**src/rtl/mc_ctrl_pkg.sv**
```systemverilog
// Shared types and encodings for the multi-cycle MIPS main control FSM.
// The JAL state exists only when MC_CTRL_JAL_EN is defined.
package mc_ctrl_pkg;

    typedef enum logic [3:0] {
        FETCH,
        DECODE,
        EXEC_R,
        WB_R,
        EXEC_I,
        WB_I,
        MEM_ADDR,
        MEM_RD,
        MEM_WR,
        WB_MEM,
        BRANCH,
        JUMP
`ifdef MC_CTRL_JAL_EN
        , JAL
`endif
    } ctrlState_e;

    localparam logic [5:0] OP_RTYPE = 6'h00;
    localparam logic [5:0] OP_J     = 6'h02;
    localparam logic [5:0] OP_JAL   = 6'h03;
    localparam logic [5:0] OP_BEQ   = 6'h04;
    localparam logic [5:0] OP_BNE   = 6'h05;
    localparam logic [5:0] OP_ADDI  = 6'h08;
    localparam logic [5:0] OP_ADDIU = 6'h09;
    localparam logic [5:0] OP_LW    = 6'h23;
    localparam logic [5:0] OP_SW    = 6'h2B;

    localparam logic [1:0] ALU_ADD   = 2'b00;
    localparam logic [1:0] ALU_SUB   = 2'b01;
    localparam logic [1:0] ALU_FUNCT = 2'b10;

    localparam logic [1:0] PC_ALU    = 2'b00;
    localparam logic [1:0] PC_ALUOUT = 2'b01;
    localparam logic [1:0] PC_JUMP   = 2'b10;

    localparam logic [1:0] SRCB_RT     = 2'b00;
    localparam logic [1:0] SRCB_FOUR   = 2'b01;
    localparam logic [1:0] SRCB_IMM    = 2'b10;
    localparam logic [1:0] SRCB_IMMSH2 = 2'b11;

    localparam logic [1:0] DST_RT = 2'b00;
    localparam logic [1:0] DST_RD = 2'b01;
    localparam logic [1:0] DST_RA = 2'b10;

    localparam logic [1:0] M2R_ALUOUT = 2'b00;
    localparam logic [1:0] M2R_MDR    = 2'b01;
    localparam logic [1:0] M2R_PC     = 2'b10;

endpackage

```
**src/rtl/multicycle_control_if.sv**
```systemverilog
// Control bundle between the main control FSM (master) and the
// multi-cycle datapath / unified memory (slave).
interface multicycle_control_if #(
    parameter int OPCODE_W = 6,
    parameter int ALUOP_W  = 2
);
    logic [OPCODE_W-1:0] i_instrCode;
    logic                i_zero;
    logic                i_memReady;
    logic                o_irWrite;
    logic                o_pcWrite;
    logic [1:0]          o_pcSrc;
    logic                o_iorD;
    logic                o_memRead;
    logic                o_memWrite;
    logic [1:0]          o_regDst;
    logic [1:0]          o_memToReg;
    logic                o_regWrite;
    logic                o_aluSrcA;
    logic [1:0]          o_aluSrcB;
    logic [ALUOP_W-1:0]  o_aluOp;
    logic                o_extOp;
    logic                o_instrDone;
    logic                o_illegal;
    logic                o_memErr;

    modport master (
        input  i_instrCode, i_zero, i_memReady,
        output o_irWrite, o_pcWrite, o_pcSrc, o_iorD, o_memRead, o_memWrite,
               o_regDst, o_memToReg, o_regWrite, o_aluSrcA, o_aluSrcB,
               o_aluOp, o_extOp, o_instrDone, o_illegal, o_memErr
    );

    modport slave (
        output i_instrCode, i_zero, i_memReady,
        input  o_irWrite, o_pcWrite, o_pcSrc, o_iorD, o_memRead, o_memWrite,
               o_regDst, o_memToReg, o_regWrite, o_aluSrcA, o_aluSrcB,
               o_aluOp, o_extOp, o_instrDone, o_illegal, o_memErr
    );
endinterface

```
**src/rtl/mc_mem_wait_timer.sv**
```systemverilog
// Memory wait counter: counts cycles without ready while enabled and flags
// a timeout when the count reaches MEM_TIMEOUT with ready still low.
module mc_mem_wait_timer #(
    parameter int MEM_TIMEOUT = 15,
    parameter int TMR_W       = 4
) (
    input  logic i_clk,
    input  logic i_rst,
    input  logic clear,
    input  logic countEn,
    input  logic ready,
    output logic timeout
);
    logic [TMR_W-1:0] waitCnt;

    always_ff @(posedge i_clk) begin
        if (i_rst || clear) begin
            waitCnt <= '0;
        end else if (countEn && !ready) begin
            waitCnt <= waitCnt + TMR_W'(1);
        end
    end

    assign timeout = countEn && !ready && (waitCnt == TMR_W'(MEM_TIMEOUT));
endmodule

```
**src/rtl/multicycle_control.sv**
```systemverilog
// Multi-cycle MIPS main control FSM (optional JAL support: MC_CTRL_JAL_EN).
// Outputs decode from the current state, gated by memory ready and ALU zero.
module multicycle_control
    import mc_ctrl_pkg::*;
#(
    parameter int OPCODE_W    = 6,
    parameter int ALUOP_W     = 2,
    parameter int MEM_TIMEOUT = 15,
    parameter int TMR_W       = 4
) (
    input logic                 i_clk,
    input logic                 i_rst,
    multicycle_control_if.master bus
);
    ctrlState_e          state, stateNext;
    logic                waitEn, waitClear, waitTimeout;
    logic [OPCODE_W-1:0] opcode;

    assign opcode = bus.i_instrCode;
    assign waitEn = (state == FETCH) || (state == MEM_RD) || (state == MEM_WR);
    // A timed-out fetch stays in FETCH, so the counter also restarts on timeout.
    assign waitClear = (stateNext != state) || waitTimeout;

    mc_mem_wait_timer #(
        .MEM_TIMEOUT(MEM_TIMEOUT),
        .TMR_W      (TMR_W)
    ) u_waitTimer (
        .i_clk  (i_clk),
        .i_rst  (i_rst),
        .clear  (waitClear),
        .countEn(waitEn),
        .ready  (bus.i_memReady),
        .timeout(waitTimeout)
    );

    always_ff @(posedge i_clk) begin
        if (i_rst) state <= FETCH;
        else       state <= stateNext;
    end

    always_comb begin
        stateNext       = state;
        bus.o_irWrite   = 1'b0;
        bus.o_pcWrite   = 1'b0;
        bus.o_pcSrc     = PC_ALU;
        bus.o_iorD      = 1'b0;
        bus.o_memRead   = 1'b0;
        bus.o_memWrite  = 1'b0;
        bus.o_regDst    = DST_RT;
        bus.o_memToReg  = M2R_ALUOUT;
        bus.o_regWrite  = 1'b0;
        bus.o_aluSrcA   = 1'b0;
        bus.o_aluSrcB   = SRCB_RT;
        bus.o_aluOp     = ALUOP_W'(ALU_ADD);
        bus.o_extOp     = 1'b0;
        bus.o_instrDone = 1'b0;
        bus.o_illegal   = 1'b0;
        bus.o_memErr    = 1'b0;

        if (i_rst) begin
            // Static fetch values only; no ready-gated strobes while in reset.
            stateNext      = FETCH;
            bus.o_memRead  = 1'b1;
            bus.o_aluSrcB  = SRCB_FOUR;
        end else begin
            case (state)
                FETCH: begin
                    bus.o_memRead = 1'b1;
                    bus.o_aluSrcB = SRCB_FOUR;
                    if (bus.i_memReady) begin
                        bus.o_irWrite = 1'b1;
                        bus.o_pcWrite = 1'b1;
                        stateNext     = DECODE;
                    end else if (waitTimeout) begin
                        bus.o_memRead = 1'b0;
                        bus.o_memErr  = 1'b1;
                    end
                end
                DECODE: begin
                    bus.o_aluSrcB = SRCB_IMMSH2;
                    bus.o_extOp   = 1'b1;
                    case (opcode)
                        OPCODE_W'(OP_RTYPE):                    stateNext = EXEC_R;
                        OPCODE_W'(OP_ADDI), OPCODE_W'(OP_ADDIU): stateNext = EXEC_I;
                        OPCODE_W'(OP_LW), OPCODE_W'(OP_SW):      stateNext = MEM_ADDR;
                        OPCODE_W'(OP_BEQ), OPCODE_W'(OP_BNE):    stateNext = BRANCH;
                        OPCODE_W'(OP_J):                        stateNext = JUMP;
`ifdef MC_CTRL_JAL_EN
                        OPCODE_W'(OP_JAL):                      stateNext = JAL;
`endif
                        default: begin
                            bus.o_illegal   = 1'b1;
                            bus.o_instrDone = 1'b1;
                            stateNext       = FETCH;
                        end
                    endcase
                end
                EXEC_R: begin
                    bus.o_aluSrcA = 1'b1;
                    bus.o_aluOp   = ALUOP_W'(ALU_FUNCT);
                    stateNext     = WB_R;
                end
                WB_R: begin
                    bus.o_regDst    = DST_RD;
                    bus.o_regWrite  = 1'b1;
                    bus.o_instrDone = 1'b1;
                    stateNext       = FETCH;
                end
                EXEC_I, MEM_ADDR: begin
                    bus.o_aluSrcA = 1'b1;
                    bus.o_aluSrcB = SRCB_IMM;
                    bus.o_extOp   = 1'b1;
                    if (state == EXEC_I)                  stateNext = WB_I;
                    else if (opcode == OPCODE_W'(OP_SW)) stateNext = MEM_WR;
                    else                                  stateNext = MEM_RD;
                end
                WB_I: begin
                    bus.o_regWrite  = 1'b1;
                    bus.o_instrDone = 1'b1;
                    stateNext       = FETCH;
                end
                MEM_RD: begin
                    bus.o_iorD    = 1'b1;
                    bus.o_memRead = 1'b1;
                    if (bus.i_memReady) begin
                        stateNext = WB_MEM;
                    end else if (waitTimeout) begin
                        bus.o_memRead = 1'b0;
                        bus.o_memErr  = 1'b1;
                        stateNext     = FETCH;
                    end
                end
                MEM_WR: begin
                    bus.o_iorD     = 1'b1;
                    bus.o_memWrite = 1'b1;
                    if (bus.i_memReady) begin
                        bus.o_instrDone = 1'b1;
                        stateNext       = FETCH;
                    end else if (waitTimeout) begin
                        bus.o_memWrite = 1'b0;
                        bus.o_memErr   = 1'b1;
                        stateNext      = FETCH;
                    end
                end
                WB_MEM: begin
                    bus.o_memToReg  = M2R_MDR;
                    bus.o_regWrite  = 1'b1;
                    bus.o_instrDone = 1'b1;
                    stateNext       = FETCH;
                end
                BRANCH: begin
                    bus.o_aluSrcA   = 1'b1;
                    bus.o_aluOp     = ALUOP_W'(ALU_SUB);
                    bus.o_pcSrc     = PC_ALUOUT;
                    bus.o_pcWrite   = (opcode == OPCODE_W'(OP_BNE)) ? ~bus.i_zero : bus.i_zero;
                    bus.o_instrDone = 1'b1;
                    stateNext       = FETCH;
                end
                JUMP: begin
                    bus.o_pcSrc     = PC_JUMP;
                    bus.o_pcWrite   = 1'b1;
                    bus.o_instrDone = 1'b1;
                    stateNext       = FETCH;
                end
`ifdef MC_CTRL_JAL_EN
                JAL: begin
                    bus.o_regDst    = DST_RA;
                    bus.o_memToReg  = M2R_PC;
                    bus.o_regWrite  = 1'b1;
                    bus.o_pcSrc     = PC_JUMP;
                    bus.o_pcWrite   = 1'b1;
                    bus.o_instrDone = 1'b1;
                    stateNext       = FETCH;
                end
`endif
                default: stateNext = FETCH;
            endcase
        end
    end
endmodule
```
**src/flat_wrapper.sv**
```systemverilog
// flat-port wrapper written by rule: the top's interface ports become plain ports
module multicycle_control_flat import mc_ctrl_pkg::*;
#(
    parameter int OPCODE_W    = 6,
    parameter int ALUOP_W     = 2,
    parameter int MEM_TIMEOUT = 15,
    parameter int TMR_W       = 4
)
  (i_clk, i_rst, bus_i_instrCode, bus_i_zero, bus_i_memReady, bus_o_irWrite, bus_o_pcWrite, bus_o_pcSrc, bus_o_iorD, bus_o_memRead, bus_o_memWrite, bus_o_regDst, bus_o_memToReg, bus_o_regWrite, bus_o_aluSrcA, bus_o_aluSrcB, bus_o_aluOp, bus_o_extOp, bus_o_instrDone, bus_o_illegal, bus_o_memErr);
  multicycle_control_if #(.OPCODE_W(OPCODE_W), .ALUOP_W(ALUOP_W)) bus_i ();
  input logic i_clk;
  input logic i_rst;
  input wire logic [$bits(bus_i.i_instrCode)-1:0] bus_i_instrCode;
  input wire logic [$bits(bus_i.i_zero)-1:0] bus_i_zero;
  input wire logic [$bits(bus_i.i_memReady)-1:0] bus_i_memReady;
  output wire logic [$bits(bus_i.o_irWrite)-1:0] bus_o_irWrite;
  output wire logic [$bits(bus_i.o_pcWrite)-1:0] bus_o_pcWrite;
  output wire logic [$bits(bus_i.o_pcSrc)-1:0] bus_o_pcSrc;
  output wire logic [$bits(bus_i.o_iorD)-1:0] bus_o_iorD;
  output wire logic [$bits(bus_i.o_memRead)-1:0] bus_o_memRead;
  output wire logic [$bits(bus_i.o_memWrite)-1:0] bus_o_memWrite;
  output wire logic [$bits(bus_i.o_regDst)-1:0] bus_o_regDst;
  output wire logic [$bits(bus_i.o_memToReg)-1:0] bus_o_memToReg;
  output wire logic [$bits(bus_i.o_regWrite)-1:0] bus_o_regWrite;
  output wire logic [$bits(bus_i.o_aluSrcA)-1:0] bus_o_aluSrcA;
  output wire logic [$bits(bus_i.o_aluSrcB)-1:0] bus_o_aluSrcB;
  output wire logic [$bits(bus_i.o_aluOp)-1:0] bus_o_aluOp;
  output wire logic [$bits(bus_i.o_extOp)-1:0] bus_o_extOp;
  output wire logic [$bits(bus_i.o_instrDone)-1:0] bus_o_instrDone;
  output wire logic [$bits(bus_i.o_illegal)-1:0] bus_o_illegal;
  output wire logic [$bits(bus_i.o_memErr)-1:0] bus_o_memErr;
  assign bus_i.i_instrCode = bus_i_instrCode;
  assign bus_i.i_zero = bus_i_zero;
  assign bus_i.i_memReady = bus_i_memReady;
  assign bus_o_irWrite = bus_i.o_irWrite;
  assign bus_o_pcWrite = bus_i.o_pcWrite;
  assign bus_o_pcSrc = bus_i.o_pcSrc;
  assign bus_o_iorD = bus_i.o_iorD;
  assign bus_o_memRead = bus_i.o_memRead;
  assign bus_o_memWrite = bus_i.o_memWrite;
  assign bus_o_regDst = bus_i.o_regDst;
  assign bus_o_memToReg = bus_i.o_memToReg;
  assign bus_o_regWrite = bus_i.o_regWrite;
  assign bus_o_aluSrcA = bus_i.o_aluSrcA;
  assign bus_o_aluSrcB = bus_i.o_aluSrcB;
  assign bus_o_aluOp = bus_i.o_aluOp;
  assign bus_o_extOp = bus_i.o_extOp;
  assign bus_o_instrDone = bus_i.o_instrDone;
  assign bus_o_illegal = bus_i.o_illegal;
  assign bus_o_memErr = bus_i.o_memErr;
  multicycle_control #(.OPCODE_W(OPCODE_W), .ALUOP_W(ALUOP_W), .MEM_TIMEOUT(MEM_TIMEOUT), .TMR_W(TMR_W)) u_core (.i_clk(i_clk), .i_rst(i_rst), .bus(bus_i));
endmodule
```
**config.mk**
```make
export PLATFORM = sky130hd
export DESIGN_NAME = multicycle_control_flat
export DESIGN_NICKNAME = d
export VERILOG_FILES = /design/src/rtl/mc_ctrl_pkg.sv /design/src/rtl/multicycle_control_if.sv /design/src/rtl/mc_mem_wait_timer.sv /design/src/rtl/multicycle_control.sv /design/src/flat_wrapper.sv
export SDC_FILE = /design/constraint.sdc
export NUM_CORES = 1
export LEC_CHECK = 0
export ABC_AREA = 1
export CAP_MARGIN = 0
export CORE_ASPECT_RATIO = 1.2
export CORE_MARGIN = 2
export CORE_UTILIZATION = 50
export DETAILED_ROUTE_END_ITERATION = 8
export PLACE_DENSITY = 0.85
export SYNTH_ARGS = -nofsm -noshare
export SYNTH_HDL_FRONTEND = slang
export SYNTH_SLANG_ARGS = --single-unit
```
**constraint.sdc**
```tcl
create_clock -name i_clk -period 2.3 [get_ports i_clk]
set_clock_uncertainty 0.05 [all_clocks]
set_input_delay 0.46 -clock i_clk [delete_from_list [all_inputs] [get_ports i_clk]]
set_output_delay 0.46 -clock i_clk [all_outputs]
set_load 0.01 [all_outputs]
```
==> results.tsv <==
stage	metric	value	unit
yosys	ys_seq_elements	8	
timing	max_freq	453	MHz
run	maxCapViolCount	0	
yosys	synth-edff-count	0	
drt	first_pass_iters	5	
die	die_w	45.2	um
cts	holdBufCountCts	0	
yosys	synthArstFlopShare	0	
cts	clock_path_buffers	2	
cts	cts_buffers	3	
pwr	p_leak	0.920	nW
worst_setup_path	critPathRequiredTime	1790	ps
place	gp_congestion	0.856	
cts	root_buffer	clkbuf_4	
worst_setup_path	r2r-start	u_core.state[1]	
timing	finalHoldViolCount	0	
yosys	synthTopCellsByArea	dfxtp_1 16%, nand2_1 14%, nor2_1 13%, inv_1 8.5%, nand3_1 6.9%	
yosys	synth_warnings	0	
drt	via_per_inst	5.22	
yosys	seq_area_frac_synth	0.157	
grt	grt_pass1_wl	4.71	mm
timing	min_period	2210	ps
place	dpl.hpwl	2.30	mm
layout	regArea	168	um2
pwr	ir_drop	0.300	mV
yosys	synth_common_cells	39 x nand2_1, 36 x nor2_1, 23 x inv_1	
yosys	netlist_area	1020	um2
layout	drive_gt1_frac	0.320	
worst_setup_path	critPathLaunch	bus_i_instrCode[5]	
cts	clk_latency	240	ps
worst_setup_path	r2r_cells	14	
pwr	power_density	260	nW/um2
drt	drtIter0Drc	33	
yosys	yosysMostFrequentCell	nand2_1	
worst_setup_path	slowest_stage	dlygate4sd2_1	
timing	fin_ws	91.8	ps
drt	drt-total-wl	2.98	mm
yosys	synth_top_flop_cell	dfxtp_1	
yosys	syn_avg_cell_area	5.66	um2
grt	track_usage	0.263	
timing	fin_crit_sh	0.960	
timing	drv_slew	0	
grt	antenna_found_initial	0	
yosys	synth_top_area_cell	dfxtp_1	
worst_setup_path	critical_path_class	in -> out	
worst_setup_path	path_max_fanout	5	
yosys	synth.distinct_cells	29	
place	place_ws	-528	ps
drt	vias	1289	
grt	grt_start_max_net_pins	15	
timing	rsz0062_at_grt	true	
yosys	syn-instance-count	180	
worst_setup_path	crit_chain	dlygate4sd2_1 -> nor2_4 -> nand4_1 -> nor2_1 -> or2_2 -> nand3_1 -> a31oi_1 -> clkdlybuf4s15_2	
die	fp.dieArea	2420	um2
worst_setup_path	critical_path_arrival	1700	ps
layout	syn_to_final_growth	48.8	%
die	core-area	1870	um2
die	num_rows	17	
cts	cts_tree	built	
cts	h-tree-depth	1	
hold_path	hold_depth	3	
worst_setup_path	startpoint_type	input pin	
layout	multi_input_area	733	um2
die	die_y	53.4	um
hold_path	holdCritPathClass	reg -> reg	
layout	antenna_cells	0	
grt	grt_overflow	0	
drt	ant_nets	0	
yosys	synth_top_area_frac	0.157	
drt	drcViolationCount	0	
timing	tns	0	ps
timing	setup_viol	0	
place	port_buffers	28	
run_status	status	finished, final reports clean	
worst_setup_path	cpPeakStageDelay	270	ps
die	start_util	0.544	
layout	fillers	142	
layout	nets	241	
hold_path	hold_start	u_core.u_waitTimer.waitCnt[3]	
cts	cts_sinks	8	
worst_setup_path	cp-end-kind	primary output	
grt	grt_pass1_vias	1220	
drt	post_drt_wl_per_cell	12.1	um
die	ios	31	
cts	clk_pin_slew_worst_paths	50	ps
## cells by family after synthesis
kind of cell	after synthesis	synth area share
AND/OR/NAND/NOR	119	0.570
AO/OA/AOI/OAI	10	0.0590
multiplexers	1	0.0111
other	1	0.00368
XOR/XNOR	3	0.0258
adder cells (fa/ha/maj)	1	0.0123
flip-flops	8	0.157
buffers and inverters	37	0.161
## routing by layer
metal,track usage,part of all wire,up-vias
li1,-,-,644
met1,0.255,0.37,578
met4,0.142,0.019,0
met5,0,0,-
met2,0.517,0.55,59
met3,0.0307,0.061,8
## repair_timing
action | CTS | global route
pin swaps | 4 | 2
gates cloned | 0 | 0
setup endpoints to repair | 13 | 10
setup buffers | 2 | 0
resized for setup | 37 | 12
## sequential cells by signal, summed over array words and instances (netlist names)
signal,flops
u_core.u_waitTimer.waitCnt,4
u_core.state,4
## critical path: cells and delay by family
kind	cells	cell delay, ps
AOI/OAI and AO/OA	1	130
buffers and inverters	2	510
and+or+nand+nor	5	580
## cell type report
cell class / count / area share
sequential: 8 / 0.111
inverter: 31 / 0.0768
tap: 19 / 0.0157
clock buffer: 3 / 0.0149
timing repair buffer: 50 / 0.298
multi-input combinational: 136 / 0.484
## power breakdown
part | switching [W] | total (W) | internal [W]
Clock | 0.0000399 | 0.0000991 | 0.0000592
Sequential | 0.00000715 | 0.000151 | 0.000143
Combinational | 0.0000796 | 0.000144 | 0.0000642
## through the flow
stage / instances / hold WS (ps) / area (um2) / util / total power [W]
CTS: 247 / 511 / 1500 / 0.800 / 0.000399
finish: 247 / 506 / 1520 / 0.809 / 0.000394
global route: 247 / 543 / 1520 / 0.809 / 0.000421
detailed placement: 242 / 499 / 1430 / 0.763 / 0.000298
global placement: 242 / 474 / 1430 / 0.763 / 0.000294
floorplan: 181 / 456 / 1020 / - / 0.000235
## cell usage in the layout (no fill, tap or decap)
cell type / netlist / final
nor2_1: 36 / 31
a31oi_1: 2 / 2
dlymetal6s2s_1: 0 / 8
xnor2_1: 3 / 3
o21ai_2: 1 / 1
a41oi_2: 0 / 1
nand4_1: 3 / 3
mux2_1: 1 / 1
inv_1: 23 / 21
nand3b_1: 1 / 1
nand3_2: 3 / 3
nor2_4: 2 / 5
conb_1: 1 / 2
clkinv_1: 1 / 1
nand2_2: 6 / 6
nor3_1: 1 / 1
nand2_4: 4 / 4
o21ai_0: 1 / 1
clkdlybuf4s50_1: 0 / 3
dfxtp_1: 8 / 4
clkdlybuf4s15_2: 0 / 1
buf_2: 0 / 2
nand3_1: 14 / 14
dlygate4sd2_1: 0 / 14
dfxtp_4: 0 / 1
clkbuf_4: 0 / 3
a21oi_1: 5 / 5
dfxtp_2: 0 / 3
buf_4: 2 / 21
inv_2: 7 / 9
nor2_2: 9 / 11
nand2_1: 39 / 39
or2_2: 1 / 1
buf_12: 0 / 1
ha_1: 1 / 1
## worst paths after layout
check,to,slack (ps)
worst min register to register,u_core.u_waitTimer.waitCnt[3],510
worst min-delay path,u_core.u_waitTimer.waitCnt[3],510
worst max register to register,u_core.u_waitTimer.waitCnt[3],490
worst max-delay path,bus_o_pcWrite,90
No activity file was read; power rests on OpenSTA's default activity.
==> variant 1, RTL diff (same flow settings) <==
`ALUOP_W` is set to 2 in 3 places; all go to 4.
--- a/src/rtl/multicycle_control_if.sv
+++ b/src/rtl/multicycle_control_if.sv
@@ -2,7 +2,7 @@
 // multi-cycle datapath / unified memory (slave).
 interface multicycle_control_if #(
     parameter int OPCODE_W = 6,
-    parameter int ALUOP_W  = 2
+    parameter int ALUOP_W  = 4
 );
     logic [OPCODE_W-1:0] i_instrCode;
     logic                i_zero;
--- a/src/rtl/multicycle_control.sv
+++ b/src/rtl/multicycle_control.sv
@@ -4,7 +4,7 @@
     import mc_ctrl_pkg::*;
 #(
     parameter int OPCODE_W    = 6,
-    parameter int ALUOP_W     = 2,
+    parameter int ALUOP_W     = 4,
     parameter int MEM_TIMEOUT = 15,
     parameter int TMR_W       = 4
 ) (
--- a/src/flat_wrapper.sv
+++ b/src/flat_wrapper.sv
@@ -2,7 +2,7 @@
 module multicycle_control_flat import mc_ctrl_pkg::*;
 #(
     parameter int OPCODE_W    = 6,
-    parameter int ALUOP_W     = 2,
+    parameter int ALUOP_W     = 4,
     parameter int MEM_TIMEOUT = 15,
     parameter int TMR_W       = 4
 )
Ports: changed (resized bus_o_aluOp); port bits go from 31 to 33. The function was not compared with the original's and may differ.
==> variant 1 against the original RTL <==
Non-clock buffer count unchanged. Worst setup slack better by 80 ps. Global-route usage is 1.5 points lower. Sequential cell count is the same. Area after synthesis up 1.5%. Die area rose by 1.3%. First-iteration DRC count decreased by 12%. Utilization shrank 5.7 points. Power is 0.36% lower. Final cell count grew 1.2%. Final area is 0.49% lower. Wire length down 7.7%. Via count down 1.7%.
==> variant 1: results (changes against the original RTL) <==
stage	metric	value	unit	change
logic_synthesis	Post-synth top flop	dfxtp_1		unchanged
grt	first-pass GRT wire length	4510	um	was 4710 um
clock_network	Root Driver	clkbuf_4		unchanged
logic_synthesis	top cells by count, synth	nand2_1 (39), nor2_1 (36), inv_1 (23)		unchanged
run_status	status	finished clean		unchanged
logic_synthesis	post-synthesis cell type count	29		unchanged
grt	vias in the first global route	1147		was 1220
clock_network	CTS Buffer Depth	2		unchanged
layout	# diodes	0		unchanged
place	DPL Wire Length	2190	um	was 2300 um
detailed_routing	drt via density	5.07		was 5.22
layout	share of layout cells above drive strength 1	32.2	%	was 32.0%
critical_path	CP Max Fanout	4		was 5
power	Worst VDD drop	283	uV	was 300 uV
hold_path	worst hold path type	reg2reg		unchanged
logic_synthesis	sequential share of the synthesized area	15.5	%	was 15.7%
grt	Total Routing Usage GR	24.9	%	was 26.3%
clock_network	Reg clk slew, reported paths	50	ps	about the same
detailed_routing	DR iter-0 viols	29		was 33
detailed_routing	final wirelength	2750	um	was 2980 um
logic_synthesis	top cells by area, synth	dfxtp_1 (15%), nand2_1 (14%), nor2_1 (13%)		was dfxtp_1 (16%), nand2_1 (14%), nor2_1 (13%)
clock_network	Clock Latency Late Sink	250	ps	
place	PortBufs	28		unchanged
clock_network	htree depth	1		unchanged
detailed_routing	First-pass DRT Iterations	4		was 5
layout	filler instances	167		was 142
place	DP Area	0.00142	mm^2	was 0.00143 mm^2
place	RePlAce Congestion	0.868		was 0.856
critical_path	crit-path leading delay family	buffers and inverters		was simple AND/OR/NAND/NOR gates
critical_path	crit-path max cell delay	390	ps	was 270 ps
critical_path	Worst EP arrival	1620	ps	was 1700 ps
power	Leak	0.925	nW	was 0.920 nW
logic_synthesis	Synth async-reset ratio	0	%	unchanged
layout	Top Registers	u_core.state x4, u_core.u_waitTimer.waitCnt x4		unchanged
grt	largest net degree at the start of global routing	14		was 15
clock_network	TritonCTS buffer count	3		unchanged
critical_path	CP max-delay cell	dfxtp_4		was dlygate4sd2_1
layout	fin nets	243		was 241
logic_synthesis	synthesis warning total	0		unchanged
grt	antenna violations before repair	0		unchanged
==> variant 1: cell families (layout without fill, tap and decap cells) <==
kind of cell	after synthesis	count (layout)	share of synthesized area (%)
adder cells (fa/ha/maj)	1	1	1.21
buffers and inverters	39	84	17.3
multiplexers	1	1	1.09
flip-flops	8	8	15.5
other	1	4	0.363
AND/OR/NAND/NOR	119	119	56.2
AO/OA/AOI/OAI	10	10	5.81
XOR/XNOR	3	3	2.54
==> variant 1: repair_timing <==
item / CTS / global route
setup buffers: 5 / 0
gates cloned: 0 / 0
resized for setup: 42 / 10
pin swaps: 6 / 5
setup endpoints to repair: 19 / 9
==> variant 1: worst paths after layout <==
kind / slack [ps] / from / cells after the start / end
setup reg to reg: 540 / u_core.state[2] / 14 / u_core.u_waitTimer.waitCnt[1]
hold / removal: 490 / u_core.u_waitTimer.waitCnt[3] / 3 / u_core.u_waitTimer.waitCnt[3]
hold reg to reg: 490 / u_core.u_waitTimer.waitCnt[3] / 3 / u_core.u_waitTimer.waitCnt[3]
setup / recovery: 170 / u_core.state[2] / 8 / bus_o_aluSrcB[1]
==> variant 1: final cells by class <==
class / count / area (um^2) / share of cell area (%)
Clock buffer: 3 / 22.5 / 1.49
Inverter: 31 / 116 / 7.72
Multi-Input combinational cell: 138 / 741 / 49.1
Sequential cell: 8 / 173 / 11.5
Tap cell: 20 / 25.0 / 1.66
Timing Repair Buffer: 50 / 430 / 28.5
==> variant 1: where the power goes <==
group          leakage [nW]  switching, mW  total, mW  internal [mW]
logic                 0.844         0.0794      0.140         0.0609
clock network        0.0138         0.0438      0.103         0.0594
registers            0.0676        0.00724      0.149          0.141
total                 0.925          0.130      0.392          0.262
==> variant 1: tightest hold or removal path: cells and delay by family (launching register included) <==
| family | cells | cell delay (ps) |
|---|---|---|
| XOR/XNOR | 1 | 80 |
| flip-flops | 1 | 340 |
| buffers and inverters | 1 | 40 |
| AND/OR/NAND/NOR | 1 | 30 |
==> variant 1: routing by layer <==
metal | part of all wire [%] | global-route usage, %
met5 | 0 | 0
met4 | 2.8 | 15.7
met3 | 4.5 | 3.02
met2 | 55 | 46.0
met1 | 38 | 25.6
==> variant 1: through the flow <==
| step | cells | TNS (ps) | setup WS (ps) | power (mW) | hold WS [ps] |
|---|---|---|---|---|---|
| after detailed placement | 242 | -1730 | -527 | 0.294 | 482 |
| after floorplan | 185 | 0 | 492 | 0.239 | 456 |
| after global routing | 250 | 0 | 51.6 | 0.418 | 512 |
| after CTS | 250 | 0 | 2.62 | 0.397 | 495 |
| final | 250 | 0 | 172 | 0.392 | 488 |
| after global placement | 242 | -1410 | -452 | 0.290 | 474 |
==> variant 2, RTL diff (same settings) <==
Without the edit above. Encoding of `ctrlState_e`: now Gray code (4 bits for 12 states).
--- a/src/rtl/mc_ctrl_pkg.sv
+++ b/src/rtl/mc_ctrl_pkg.sv
@@ -3,18 +3,18 @@
 package mc_ctrl_pkg;
 
     typedef enum logic [3:0] {
-        FETCH,
-        DECODE,
-        EXEC_R,
-        WB_R,
-        EXEC_I,
-        WB_I,
-        MEM_ADDR,
-        MEM_RD,
-        MEM_WR,
-        WB_MEM,
-        BRANCH,
-        JUMP
+        FETCH    = 4'b0000,
+        DECODE   = 4'b0001,
+        EXEC_R   = 4'b0011,
+        WB_R     = 4'b0010,
+        EXEC_I   = 4'b0110,
+        WB_I     = 4'b0111,
+        MEM_ADDR = 4'b0101,
+        MEM_RD   = 4'b0100,
+        MEM_WR   = 4'b1100,
+        WB_MEM   = 4'b1101,
+        BRANCH   = 4'b1111,
+        JUMP     = 4'b1110
 `ifdef MC_CTRL_JAL_EN
         , JAL
 `endif
Behaviour: no difference found for any inputs over 10 cycles, from zero or initial values and one cycle with i_rst high; not proved beyond that.
==> variant 2 against the original RTL <==
The flow now finishes with violations (negative setup slack). Worst setup slack worse by 160 ps. Hold slack worse by 8.5 ps. Fmax fell by 6.6%. Power rose by 3.6%. Final area fell by 2.6%. Area after synthesis is 12% lower. Count of clock-buffer cells in the layout did not move. First-iteration DRC count rose to 2.8 times the old value. Sequential cell count stayed put. Wire length grew 14%. Utilization up 7.8 points.
==> variant 2: results (changes against the original RTL) <==
stage	metric	value	unit	change
layout	share of layout cells above drive strength 1	31.2	%	was 32.0%
layout	# diodes	0		unchanged
grt	vias in the first global route	1231		was 1220
timing	final setup TNS	-63.3	ps	was 0 ps
detailed_routing	drt via density	5.56		was 5.22
grt	routing usage on met2	55.8	%	was 51.7%
place	RePlAce Congestion	0.917		was 0.856
logic_synthesis	sequential share of the synthesized area	17.8	%	was 15.7%
logic_synthesis	synthesis warning total	0		unchanged
power	clock power share	27.8	%	was 25.2%
run_status	failing checks	negative setup slack		
run_status	status	finished, violations left		was finished clean
clock_network	Clock Latency Late Sink	270	ps	was 240 ps
place	DPL Wire Length	2200	um	was 2300 um
critical_path	crit-path max cell delay	550	ps	was 270 ps
critical_path	Worst EP arrival	1850	ps	was 1700 ps
power	P_seq	0.151	mW	about the same
grt	met3 Track Usage GR	3.24	%	was 3.07%
timing	final setup vio count	1		was 0
layout	Top Registers	u_core.state x4, u_core.u_waitTimer.waitCnt x4		unchanged
grt	first-pass GRT wire length	4870	um	was 4710 um
layout	filler instances	91		was 142
power	Worst VDD drop	198	uV	was 300 uV
logic_synthesis	post-synthesis cell type count	28		was 29
logic_synthesis	top cells by area, synth	dfxtp_1 (18%), nand2_1 (18%), nor2_1 (13%)		was dfxtp_1 (16%), nand2_1 (14%), nor2_1 (13%)
critical_path	CP max-delay cell	clkdlybuf4s50_1		was dlygate4sd2_1
detailed_routing	final wirelength	3400	um	was 2980 um
timing	final worst slack	-63.3	ps	was 91.8 ps
grt	Total Routing Usage GR	29.8	%	was 26.3%
critical_path	crit-path leading delay family	buffers and inverters		was simple AND/OR/NAND/NOR gates
grt	Global Route met1 Usage	29.5	%	was 25.5%
logic_synthesis	top cells by count, synth	nand2_1 (42), nor2_1 (31), inv_1 (26)		was nand2_1 (39), nor2_1 (36), inv_1 (23)
layout	fin nets	234		was 241
power	Power Density	276	mW/mm^2	was 260 mW/mm^2
critical_path	CP Max Fanout	7		was 5
detailed_routing	DR iter-0 viols	92		was 33
power	Leak	0.808	nW	was 0.920 nW
grt	largest net degree at the start of global routing	12		was 15
detailed_routing	First-pass DRT Iterations	5		unchanged
power	Int Pwr	0.268	mW	was 0.267 mW
-- variant 2: stage by stage --
step                      setup slack, ps  cell area (um^2)  std cells
after floorplan                       434               905        168
after global placement               -432              1380        234
after detailed placement             -562              1380        234
after CTS                            6.09              1430        238
after global routing                 -106              1480        239
final                               -63.3              1480        239
-- variant 2: area by class of cell --
type	instances	area, um^2	share of cell area (%)
inverter	29	109	7.38
tap	18	22.5	1.53
sequential	8	171	11.6
timing repair buffer	56	487	33.0
clock buffer	3	22.5	1.53
multi-input combinational	125	663	45.0
-- variant 2: path summary, 6_finish.rpt --
check | endpoint | cells after the start | slack [ps] | startpoint
setup / recovery | bus_o_aluOp[1] | 6 | -60 | u_core.state[3]
hold / removal | u_core.u_waitTimer.waitCnt[0] | 2 | 500 | u_core.u_waitTimer.waitCnt[0]
setup reg to reg | u_core.u_waitTimer.waitCnt[1] | 14 | 510 | u_core.state[3]
hold reg to reg | u_core.u_waitTimer.waitCnt[0] | 2 | 500 | u_core.u_waitTimer.waitCnt[0]
-- variant 2: cells by family (layout without fill, tap and decap cells) --
logic type / after synthesis / count (layout) / synth area share (%)
fa+ha+maj: 1 / 1 / 1.39
compound gates: 14 / 14 / 9.17
simple gates: 104 / 104 / 50.8
xor+xnor: 3 / 3 / 2.92
other cells: 1 / 2 / 0.416
mux: 1 / 1 / 1.11
buf+inv: 35 / 88 / 16.4
flops: 8 / 8 / 17.8
-- variant 2: layer usage --
layer	wire length [um]	up-vias
met3	260	28
li1	-	627
met2	1750	100
met1	1190	574
met5	0	-
met4	197	0
-- variant 2: what timing repair did --
item / 4_1_cts / 5_1_grt
setup endpoints to repair: 19 / 10
cloned: 0 / 0
resized for setup: 44 / 11
hold buffers: 0 / 0
pin swaps: 4 / 3
setup buffers: 1 / 1
